### src/rtl/dsi_pkg.sv
// rtl/dsi_pkg.sv - shared state encoding and timing constants for the DSI HS burst sequencer
package dsi_pkg;

   typedef enum logic [2:0] {
      ST_IDLE,
      ST_LPX,
      ST_PREP,
      ST_ZERO,
      ST_SYNC,
      ST_DATA,
      ST_TRAIL,
      ST_EXIT
   } dsi_state_t;

   localparam logic [7:0] SYNC_BYTE   = 8'hB8;

   localparam logic [7:0] DEF_T_LPX   = 8'd4;
   localparam logic [7:0] DEF_T_PREP  = 8'd3;
   localparam logic [7:0] DEF_T_ZERO  = 8'd10;
   localparam logic [7:0] DEF_T_TRAIL = 8'd5;
   localparam logic [7:0] DEF_T_EXIT  = 8'd8;

   // A zero-length phase would never be visible on the lines, so it is stretched to one cycle.
   function automatic logic [7:0] dur_eff(input logic [7:0] t);
      return (t == 8'd0) ? 8'd1 : t;
   endfunction

endpackage

### src/rtl/dsi_hs_seq_if.sv
// rtl/dsi_hs_seq_if.sv - payload byte stream between the packet source and the HS sequencer
interface dsi_hs_seq_if;
   logic       I_hs_valid;
   logic [7:0] I_hs_data;
   logic       I_hs_last;
   logic       O_hs_rdy;

   modport master (
      output I_hs_valid,
      output I_hs_data,
      output I_hs_last,
      input  O_hs_rdy
   );

   modport slave (
      input  I_hs_valid,
      input  I_hs_data,
      input  I_hs_last,
      output O_hs_rdy
   );
endinterface

### src/rtl/dsi_dur_cnt.sv
// rtl/dsi_dur_cnt.sv - loadable 8-bit down-counter that parks at zero and flags it
module dsi_dur_cnt (
   input  logic       I_clk,
   input  logic       I_rst,
   input  logic       load,
   input  logic [7:0] load_val,
   output logic       zero
);

   logic [7:0] cnt;

   always_ff @(posedge I_clk) begin
      if (I_rst) begin
         cnt <= 8'd0;
      end else if (load) begin
         cnt <= load_val;
      end else if (cnt != 8'd0) begin
         cnt <= cnt - 8'd1;
      end
   end

   assign zero = (cnt == 8'd0);

endmodule

### src/rtl/dsi_hs_seq.sv
// rtl/dsi_hs_seq.sv - DSI lane LP->HS entry, payload burst and HS->LP exit sequencer
module dsi_hs_seq
   import dsi_pkg::*;
#(
   parameter logic [7:0] T_LPX   = DEF_T_LPX,
   parameter logic [7:0] T_PREP  = DEF_T_PREP,
   parameter logic [7:0] T_ZERO  = DEF_T_ZERO,
   parameter logic [7:0] T_TRAIL = DEF_T_TRAIL,
   parameter logic [7:0] T_EXIT  = DEF_T_EXIT
) (
   input  logic        I_clk,
   input  logic        I_rst,
   input  logic        I_serdes_ready,
   input  logic        I_hs_req,
   dsi_hs_seq_if.slave hs,
   output logic [7:0]  O_hs_data,
   output logic        O_hs_en,
   output logic        O_lp_p,
   output logic        O_lp_n,
   output logic        O_busy,
   output logic        O_abort,
   output logic        O_underrun
);

   localparam logic [7:0] LPX_N   = dur_eff(T_LPX);
   localparam logic [7:0] PREP_N  = dur_eff(T_PREP);
   localparam logic [7:0] ZERO_N  = dur_eff(T_ZERO);
   localparam logic [7:0] TRAIL_N = dur_eff(T_TRAIL);
   localparam logic [7:0] EXIT_N  = dur_eff(T_EXIT);

   dsi_state_t state_q;
   dsi_state_t state_nxt;

   logic       hs_rdy_q;
   logic       got_byte_q;
   logic       last_bit_q;

   logic       cnt_load;
   logic [7:0] cnt_val;
   logic       cnt_zero;

   logic       xfer;
   logic       serdes_lost;

   logic       lp_p_nxt;
   logic       lp_n_nxt;
   logic       hs_en_nxt;
   logic       hs_rdy_nxt;
   logic [7:0] hs_data_nxt;
   logic       abort_nxt;
   logic       underrun_nxt;

   assign xfer        = (state_q == ST_DATA) && hs_rdy_q && hs.I_hs_valid;
   assign serdes_lost = !I_serdes_ready && (state_q != ST_IDLE) && (state_q != ST_EXIT);
   assign hs.O_hs_rdy = hs_rdy_q;

   dsi_dur_cnt u_dur_cnt (
      .I_clk    (I_clk),
      .I_rst    (I_rst),
      .load     (cnt_load),
      .load_val (cnt_val),
      .zero     (cnt_zero)
   );

   // Every output is registered from its *_nxt value so the pins change together with the state.
   always_ff @(posedge I_clk) begin
      if (I_rst) begin
         state_q    <= ST_IDLE;
         O_lp_p     <= 1'b1;
         O_lp_n     <= 1'b1;
         O_hs_en    <= 1'b0;
         hs_rdy_q   <= 1'b0;
         O_hs_data  <= 8'h00;
         O_busy     <= 1'b0;
         O_abort    <= 1'b0;
         O_underrun <= 1'b0;
         got_byte_q <= 1'b0;
         last_bit_q <= 1'b1;
      end else begin
         state_q    <= state_nxt;
         O_lp_p     <= lp_p_nxt;
         O_lp_n     <= lp_n_nxt;
         O_hs_en    <= hs_en_nxt;
         hs_rdy_q   <= hs_rdy_nxt;
         O_hs_data  <= hs_data_nxt;
         O_busy     <= (state_nxt != ST_IDLE);
         O_abort    <= abort_nxt;
         O_underrun <= underrun_nxt;
         if (state_nxt == ST_SYNC) begin
            got_byte_q <= 1'b0;
            last_bit_q <= SYNC_BYTE[7];
         end else if (xfer) begin
            got_byte_q <= 1'b1;
            last_bit_q <= hs.I_hs_data[7];
         end
      end
   end

   always_comb begin
      state_nxt = state_q;
      if (serdes_lost) begin
         state_nxt = ST_IDLE;
      end else begin
         case (state_q)
            ST_IDLE:  if (I_hs_req && I_serdes_ready) state_nxt = ST_LPX;
            ST_LPX:   if (cnt_zero) state_nxt = ST_PREP;
            ST_PREP:  if (cnt_zero) state_nxt = ST_ZERO;
            ST_ZERO:  if (cnt_zero) state_nxt = ST_SYNC;
            ST_SYNC:  state_nxt = ST_DATA;
            ST_DATA: begin
               if (xfer && hs.I_hs_last) begin
                  state_nxt = ST_TRAIL;
               end else if (!hs.I_hs_valid && got_byte_q) begin
                  state_nxt = ST_TRAIL;
               end
            end
            ST_TRAIL: if (cnt_zero) state_nxt = ST_EXIT;
            ST_EXIT:  if (cnt_zero) state_nxt = ST_IDLE;
            default:  state_nxt = ST_IDLE;
         endcase
      end
   end

   always_comb begin
      lp_p_nxt     = 1'b1;
      lp_n_nxt     = 1'b1;
      hs_en_nxt    = 1'b0;
      hs_rdy_nxt   = 1'b0;
      hs_data_nxt  = 8'h00;
      abort_nxt    = serdes_lost;
      underrun_nxt = 1'b0;
      cnt_load     = (state_nxt != state_q);
      cnt_val      = 8'd0;
      case (state_nxt)
         ST_LPX: begin
            lp_p_nxt = 1'b0;
            cnt_val  = LPX_N - 8'd1;
         end
         ST_PREP: begin
            lp_p_nxt = 1'b0;
            lp_n_nxt = 1'b0;
            cnt_val  = PREP_N - 8'd1;
         end
         ST_ZERO: begin
            lp_p_nxt  = 1'b0;
            lp_n_nxt  = 1'b0;
            hs_en_nxt = 1'b1;
            cnt_val   = ZERO_N - 8'd1;
         end
         ST_SYNC: begin
            lp_p_nxt    = 1'b0;
            lp_n_nxt    = 1'b0;
            hs_en_nxt   = 1'b1;
            hs_data_nxt = SYNC_BYTE;
         end
         ST_DATA: begin
            lp_p_nxt    = 1'b0;
            lp_n_nxt    = 1'b0;
            hs_en_nxt   = 1'b1;
            hs_rdy_nxt  = 1'b1;
            hs_data_nxt = xfer ? hs.I_hs_data : O_hs_data;
         end
         ST_TRAIL: begin
            lp_p_nxt  = 1'b0;
            lp_n_nxt  = 1'b0;
            hs_en_nxt = 1'b1;
            // The final byte still needs its own cycle on the wire, so the trail is loaded one longer.
            if (xfer) begin
               hs_data_nxt = hs.I_hs_data;
               cnt_val     = TRAIL_N;
            end else begin
               hs_data_nxt = {8{~last_bit_q}};
               cnt_val     = TRAIL_N - 8'd1;
            end
            underrun_nxt = (state_q == ST_DATA) && !xfer;
         end
         ST_EXIT: begin
            cnt_val = EXIT_N - 8'd1;
         end
         default: begin
            cnt_val = 8'd0;
         end
      endcase
   end

endmodule

### src/flat_wrapper.sv
// flat-port wrapper written by rule: the top's interface ports become plain ports
module dsi_hs_seq_flat import dsi_pkg::*;
#(
   parameter logic [7:0] T_LPX   = DEF_T_LPX,
   parameter logic [7:0] T_PREP  = DEF_T_PREP,
   parameter logic [7:0] T_ZERO  = DEF_T_ZERO,
   parameter logic [7:0] T_TRAIL = DEF_T_TRAIL,
   parameter logic [7:0] T_EXIT  = DEF_T_EXIT
)
  (I_clk, I_rst, I_serdes_ready, I_hs_req, O_hs_data, O_hs_en, O_lp_p, O_lp_n, O_busy, O_abort, O_underrun, hs_I_hs_valid, hs_I_hs_data, hs_I_hs_last, hs_O_hs_rdy);
  dsi_hs_seq_if hs_i ();
  input  logic I_clk;
  input  logic I_rst;
  input  logic I_serdes_ready;
  input  logic I_hs_req;
  output logic [7:0] O_hs_data;
  output logic O_hs_en;
  output logic O_lp_p;
  output logic O_lp_n;
  output logic O_busy;
  output logic O_abort;
  output logic O_underrun;
  input wire logic [$bits(hs_i.I_hs_valid)-1:0] hs_I_hs_valid;
  input wire logic [$bits(hs_i.I_hs_data)-1:0] hs_I_hs_data;
  input wire logic [$bits(hs_i.I_hs_last)-1:0] hs_I_hs_last;
  output wire logic [$bits(hs_i.O_hs_rdy)-1:0] hs_O_hs_rdy;
  assign hs_i.I_hs_valid = hs_I_hs_valid;
  assign hs_i.I_hs_data = hs_I_hs_data;
  assign hs_i.I_hs_last = hs_I_hs_last;
  assign hs_O_hs_rdy = hs_i.O_hs_rdy;
  dsi_hs_seq #(.T_LPX(T_LPX), .T_PREP(T_PREP), .T_ZERO(T_ZERO), .T_TRAIL(T_TRAIL), .T_EXIT(T_EXIT)) u_core (.I_clk(I_clk), .I_rst(I_rst), .I_serdes_ready(I_serdes_ready), .I_hs_req(I_hs_req), .hs(hs_i), .O_hs_data(O_hs_data), .O_hs_en(O_hs_en), .O_lp_p(O_lp_p), .O_lp_n(O_lp_n), .O_busy(O_busy), .O_abort(O_abort), .O_underrun(O_underrun));
endmodule
### config.mk
export PLATFORM = sky130hd
export DESIGN_NAME = dsi_hs_seq_flat
export DESIGN_NICKNAME = d
export VERILOG_FILES = /design/src/rtl/dsi_pkg.sv /design/src/rtl/dsi_hs_seq_if.sv /design/src/rtl/dsi_dur_cnt.sv /design/src/rtl/dsi_hs_seq.sv /design/src/flat_wrapper.sv
export SDC_FILE = /design/constraint.sdc
export NUM_CORES = 1
export LEC_CHECK = 0
export BUFFER_PORTS_ARGS = -buffer_cell sky130_fd_sc_hd__buf_2
export CAP_MARGIN = 15
export CORE_ASPECT_RATIO = 0.6
export CORE_MARGIN = 3
export CORE_UTILIZATION = 40
export CTS_CLUSTER_SIZE = 16
export DETAILED_ROUTE_END_ITERATION = 10
export GPL_ROUTABILITY_DRIVEN = 0
export SLEW_MARGIN = 10
export SYNTH_ARGS = -nofsm -noshare
export SYNTH_HDL_FRONTEND = slang
export SYNTH_SLANG_ARGS = --single-unit
### constraint.sdc
create_clock -name I_clk -period 2 [get_ports I_clk]
set_input_delay 0.3 -clock I_clk [delete_from_list [all_inputs] [get_ports I_clk]]
set_output_delay 0.3 -clock I_clk [all_outputs]
set_load 0.1 [all_outputs]
### Word-level counts from Yosys, hierarchy flattened

Cells that the tools add are included.

* register bits after elaboration: 28
* output and inout port bits: 15
* RAM bits: 0
* bits of input ports: 14
* bits in latches: 0
* memories: 0
* word-level logic and storage cells: 75
* ROM bits: 0

* multiply operators: 0
* equal/unequal tests: 17
* muxes and demuxes: 21
* $add $sub $neg: 1
* shift-type cells: 0
* bitwise gates (word level): 2
* reduce and logical (&&, ||, !) cells: 22
* divide/modulo/power cells: 0
* order comparisons: 0

Operators with widths (count)
* 8-bit one-hot mux with 5 select lines: 1
* 8-bit 2-to-1 mux: 4
* 3-bit 2-to-1 mux: 9
* 3-bit == test (second input constant): 8
* 3-bit one-hot mux with 8 select lines: 1
* 8-bit one-hot mux with 3 select lines: 1
* 3-bit by 2-bit == test with 1-bit output (second input constant): 4
* 1-bit logical AND: 8
* 8-bit logical NOT: 1
* 8-bit nonzero test: 1
* 8-bit by 1-bit subtractor with 8-bit output (second input constant): 1
* 3-bit by 1-bit == test with 1-bit output (second input constant): 2
* 3-bit nonzero test: 2
* 6-bit OR reduction: 1
* 1-bit 2-to-1 mux: 5
* 5-bit OR reduction: 1
* 2-bit OR reduction: 2
* 4-bit OR reduction: 1
* 1-bit logical NOT: 3
* 3-bit logical NOT: 1
* 3-bit != test: 1
* 3-bit != test (second input constant): 1
* 2-bit by 1-bit != test with 1-bit output (second input constant): 1
* 1-bit NOT: 2
* 2-bit nonzero test: 1

### Logic depth before layout (Yosys ltp)

* depth after elaboration: 10
* mapped depth: 10
* depth with buffers taken out: 8

### Hierarchy

Synthesis repeated with hierarchy kept, for this count alone.

* cell total of the unflattened synthesis: 175
* area, all modules: 1582.8 um^2

By module, submodules not included
* dsi_hs_seq: sequential area each 400.4 um^2, area an instance 1107.3 um^2, cells each 122, instances 1
* dsi_dur_cnt: sequential area each 160.2 um^2, area an instance 475.5 um^2, cells each 53, instances 1

### Worst setup path before layout

Ideal clock, no wire load.

* kind: reg-to-reg
* start point: reg u_core.u_dur_cnt.cnt[0]
* end point: reg u_core.u_dur_cnt.cnt[3]
* arrival time: 2151 ps
* cell stages (with the launch flop): 10
* clock period less this slack: 2222 ps
* path buffers: 1
* setup time: 71 ps
* data required time: 1929 ps
* path slack: -222 ps
* cells stage by stage: dfxtp_1 -> inv_1 -> ha_1 -> nor3b_2 -> and2_1 -> buf_6 -> o32ai_1 -> o32ai_2 -> or3_2 -> a21oi_1

* cells in the longest elaborated chain, start to end: 7
* elaborated cells between the ends (all ways): 20
* classes of those cells: 1 x add/sub; 6 x eq/ne; 10 x mux; 3 x reduce/logical

Ends and longest elaborated chain
* from (decl): RTL line dsi_dur_cnt.sv:10 `logic [7:0] cnt;`
* from (signal assigned): RTL line dsi_dur_cnt.sv:16 `cnt <= load_val;`
* from (signal assigned): RTL line dsi_dur_cnt.sv:18 `cnt <= cnt - 8'd1;`
* 8-bit logical NOT: RTL line dsi_dur_cnt.sv:22 `assign zero = (cnt == 8'd0);`
* 3-bit 2-to-1 mux, on equally long branches
* 3-bit one-hot mux with 8 select lines: RTL line dsi_hs_seq.sv:104 `case (state_q)`
* 3-bit 2-to-1 mux: RTL line dsi_hs_seq.sv:101 `if (serdes_lost) begin`
* 3-bit == test, or another cell as far along: RTL line dsi_hs_seq.sv:134 `case (state_nxt)`
* 8-bit one-hot mux with 5 select lines: RTL line dsi_hs_seq.sv:134
* 8-bit 2-to-1 mux: RTL line dsi_dur_cnt.sv:15 `end else if (load) begin`

Parallel ways exist; a longest one is shown, timed or not. The select of a mux whose other input is x is not followed.
A chain may end at the register's enable or synchronous reset.

### Worst setup path in the final report

* start point: reg u_core.u_dur_cnt.cnt[1]
* end point: reg u_core.u_dur_cnt.cnt[3]

Same word-level chain as after synthesis.

==> impl_summary.log <==
[metrics] Gate Count Post-Synth: 169
[metrics] total core area: 0.00342 mm2
[metrics] max cap viols: 0
[metrics] post-synthesis sequential area ratio: 37.3%
[metrics] number of primary I/O pins: 29
[metrics] P&R area growth vs syn: 48.5%
[metrics] 1st-pass router iterations: 4
[metrics] fraction of final layout cells with drive strength greater than 1: 46.5%
[metrics] via count: 1650
[metrics] Die ar.: 0.00455 mm2
[metrics] initial antenna violation count: 0
[metrics] DRC violation count after routing: 0
[metrics] slowest stage cell, crit path: sky130_fd_sc_hd__or3_4
[metrics] clock network latency to the later pin of the worst-skew pair: 280 ps
[metrics] number of buffers inserted by hold repair at cts: 0
[metrics] CTS Buf Count: 3
[metrics] kind of critical path: reg -> reg
[metrics] width of the chip: 85.1 um
[metrics] area share of xor/xnor cells in the synthesized design: 5.33%
[metrics] CP top delay family: simple AND/OR/NAND/NOR gates
[metrics] sort of element at the start of the critical path: flop
[metrics] logic depth of the worst register-to-register path: 9
[metrics] number of cells traversed by the worst hold path: 3
[metrics] type of the tightest min-delay check: in -> reg
[metrics] pin slew with the least headroom to its limit: 515 ps
[metrics] number of buffer and inverter stages on the critical path: 2
[metrics] post-route setup slack: -78.8 ps
[metrics] share of synthesized cell area in full adder, half adder and majority cells: 0.833%
[metrics] clock transition at the register clock pins on the worst setup and hold paths after CTS: 110 ps
[metrics] critical register-to-register path endpoint: u_core.u_dur_cnt.cnt[3]$_SDFFE_PP0P_
[metrics] Endpoint, Worst Hold: u_core.last_bit_q$_SDFFE_PP1P_
[metrics] Most used DFF post-synth: sky130_fd_sc_hd__dfxtp_1
[metrics] number of nets in the synthesized netlist: 184
[metrics] Cell Area, Synth: 0.00150 mm2
[metrics] violated checks: negative setup slack
[metrics] unique cell type count in the Yosys netlist: 46
[metrics] Combinational Power Share: 58.2%
[metrics] maximum clock path buffer count: 2
[metrics] first-pass GRT wire length: 8.02 mm
[metrics] share of power burned in the clock network: 17.0%
[metrics] register bit total from synthesis: 28
[metrics] fraction of the mapped netlist area in compound gates: 27.5%
[metrics] number of synthesis warnings: 0
[metrics] clock tree root buffer cell: sky130_fd_sc_hd__clkbuf_8
[metrics] overall die height: 53.5 um
[metrics] accumulated negative setup slack: -217 ps
[metrics] Sw Ratio: 37.4%
[metrics] total power: 2.73 mW
[metrics] post-DR wirelength/cell: 17.7 um
[metrics] highest ir drop seen on vdd: 0.000852 V
[metrics] run status: finished with violations
[metrics] power per standard cell area: 1220 mW/mm2
[metrics] launch instance of the worst min-delay path: hs_I_hs_data[7]
[metrics] gr usage total: 23.4%
[metrics] starting density of the core: 43.9%
[metrics] H-tree Lvls: 1
[metrics] required time of the critical path: 2230 ps
[metrics] highest attainable clock frequency: 481 MHz
[metrics] 1st-iter DRT viols: 105
[metrics] stage delay of the slowest cell on the critical path: 400 ps
[metrics] final-stage net count: 257
[metrics] clock tree from TritonCTS: done
[metrics] row count: 16
[metrics] multiplexer fraction of the synthesized cell area: 0%
[metrics] Antenna diodes: 0
[metrics] dominant combinational cell family by area after synthesis: compound AO/OA/AOI/OAI gates
[metrics] number of enable-type register cells in the synthesized netlist: 0
[metrics] average size of a mapped cell: 8.88 um2
[metrics] setup slack, reg-to-reg: -80 ps
[metrics] remaining global-route overflow: 0
[metrics] static leakage: 0.972 nW
[metrics] portion of the clock cycle consumed by the worst path in the final layout: 104%
[metrics] Post-Route WL: 5.08 mm
[metrics] Cell Count, Final, Fillers Out: 286
[metrics] cell-internal power: 1.71 mW
[metrics] vias in the first global route: 1638
[metrics] cell total after placement: 275
[metrics] layout filler cell count: 264
[metrics] unrepaired setup endpoints after global routing: true
[metrics] DP HPWL: 3.67 mm
[metrics] Setup-failing EPs final: 6
[metrics] ordered list of cells on the worst path: inv_2 > ha_4 > nor3b_4 > and2_4 > buf_4 > o22ai_1 > o32ai_4 > or3_4 > a21oi_2
[metrics] Via-to-Cell Ratio: 5.77
[metrics] remaining antenna violation count: 0
[metrics] capturing element type of the critical path: flop
[metrics] P_sw: 1.02 mW
[metrics] Clock Sinks: 28
[metrics] IO Port Bufs: 28
[metrics] final count of pins violating max slew: 0
[metrics] share of synthesized cell area in and, or, nand and nor gates: 24.4%
[metrics] arrival time reported for the critical path endpoint: 2310 ps
[metrics] start of the worst register-to-register path: u_core.u_dur_cnt.cnt[1]$_SDFFE_PP0P_
[metrics] Slew HR: 65.5%
[metrics] fin crit period: 2080 ps
[metrics] highest fanout seen on the critical path: 6
[metrics] largest net degree at the start of global routing: 17
[metrics] final hold viol count: 0
[metrics] sequential share of power: 24.7%
[metrics] share of synthesized registers carrying an async set or reset: 0%
[metrics] Worst Skew: 5.69 ps
==> placed cells by master, fill, tap and decap left out, types with 4 or more instances in the layout <==
master	instances
sky130_fd_sc_hd__buf_4	45
sky130_fd_sc_hd__buf_2	28
sky130_fd_sc_hd__dfxtp_1	25
sky130_fd_sc_hd__nand2_1	15
sky130_fd_sc_hd__a22o_1	13
sky130_fd_sc_hd__nor2_1	12
sky130_fd_sc_hd__nand3_1	8
sky130_fd_sc_hd__o21ai_0	7
sky130_fd_sc_hd__a21oi_1	5
sky130_fd_sc_hd__nor3_1	5
sky130_fd_sc_hd__a21oi_2	4
==> how the worst max path moves through the flow <==
stage | startpoint | endpoint | slack, ps | depth (start not counted)
after floorplan | u_core.u_dur_cnt.cnt[0]$_SDFFE_PP0P_ | u_core.O_hs_data[0]$_SDFFE_PP0P_ | -50 | 10
after global placement | u_core.u_dur_cnt.cnt[1]$_SDFFE_PP0P_ | u_core.u_dur_cnt.cnt[3]$_SDFFE_PP0P_ | -120 | 9
after detailed placement | u_core.u_dur_cnt.cnt[0]$_SDFFE_PP0P_ | u_core.O_hs_data[2]$_SDFFE_PP0P_ | -220 | 8
after CTS | u_core.u_dur_cnt.cnt[0]$_SDFFE_PP0P_ | u_core.O_hs_data[2]$_SDFFE_PP0P_ | -40 | 9
after global routing | u_core.u_dur_cnt.cnt[0]$_SDFFE_PP0P_ | u_core.O_lp_n$_SDFF_PP1_ | -120 | 11
final | u_core.u_dur_cnt.cnt[1]$_SDFFE_PP0P_ | u_core.u_dur_cnt.cnt[3]$_SDFFE_PP0P_ | -80 | 9
==> Yosys cell counts (all sizes together) (4+ instances only) <==
library cell  number  share of area, %
xnor2              4               3.6
nand2             16               4.0
a22o              13               7.6
o21ai              9               3.0
dfxtp             28                37
nor3               7               2.3
and2               4               1.7
nor2              13               3.3
nand3              8               2.7
buf                4               2.6
a21oi              9               3.0
clkbuf             5               1.3
a31oi              4               1.7
==> worst reg2reg max path, cell delays in order (launching register included) <==
cell                      delay (ps)
sky130_fd_sc_hd__dfxtp_2         350
sky130_fd_sc_hd__inv_2            40
sky130_fd_sc_hd__ha_4            150
sky130_fd_sc_hd__nor3b_4         150
sky130_fd_sc_hd__and2_4          180
sky130_fd_sc_hd__buf_4           150
sky130_fd_sc_hd__o22ai_1         270
sky130_fd_sc_hd__o32ai_4         180
sky130_fd_sc_hd__or3_4           400
sky130_fd_sc_hd__a21oi_2         150
==> flip-flops by register name, summed over array words and instances, names as in the netlist <==
| signal | cells |
|---|---|
| u_core.O_lp_p | 1 |
| u_core.O_abort | 1 |
| u_core.O_lp_n | 1 |
| u_core.state_q | 3 |
| u_core.O_hs_en | 1 |
| u_core.hs.O_hs_rdy | 1 |
| u_core.got_byte_q | 1 |
| u_core.O_underrun | 1 |
| u_core.last_bit_q | 1 |
| u_core.O_hs_data | 8 |
| u_core.O_busy | 1 |
| u_core.u_dur_cnt.cnt | 8 |
==> metrics by stage <==
step                hold slack, ps  area, um2  util (%)  setup WS [ps]
finish                         319       2230      65.1          -78.8
global placement               452       2010      58.7           -121
detailed placement             458       2010      58.7           -216
global route                   345       2230      65.1           -118
floorplan                      383       1550         -          -50.0
CTS                            318       2180      63.6          -43.7
==> kinds of logic after synthesis <==
logic type               count (synthesis)
XOR/XNOR                                 7
AO/OA/AOI/OAI                           53
AND/OR/NAND/NOR                         68
buffers and inverters                   12
adder cells (fa/ha/maj)                  1
flip-flops                              28
==> what timing repair did <==
action | CTS | global route
resized for setup | 11 | 11
cloned | 1 | 0
pin swaps | 12 | 7
setup buffers | 5 | 1
setup endpoints to repair | 20 | 21
==> routing by layer <==
| metal | vias up | wire length [um] | track usage [%] |
|---|---|---|---|
| met4 | 0 | 20 | 5.00 |
| li1 | 777 | - | - |
| met5 | - | 0 | 0 |
| met3 | 2 | 389 | 7.93 |
| met1 | 804 | 2340 | 30.3 |
| met2 | 67 | 2320 | 37.8 |
==> cell type report <==
type	instances	area (um2)	area share, %
clock buffer	3	41.3	1.85
clock inverter	1	30.0	1.35
inverter	3	11.3	0.505
multi-input combinational	130	1010	45.1
sequential	28	564	25.3
tap	45	56.3	2.53
timing repair buffer	76	520	23.3
==> power groups by stage <==
stage	combinational [mW]	clock [mW]	sequential, mW
5_1_grt	1.71	0.499	0.680
3_3_place_gp	1.23	0	0.683
3_5_place_dp	1.28	0	0.687
6_report	1.59	0.464	0.675
2_1_floorplan	0.790	0	0.760
4_1_cts	1.54	0.465	0.674
Power figures use the tool's default switching activity.
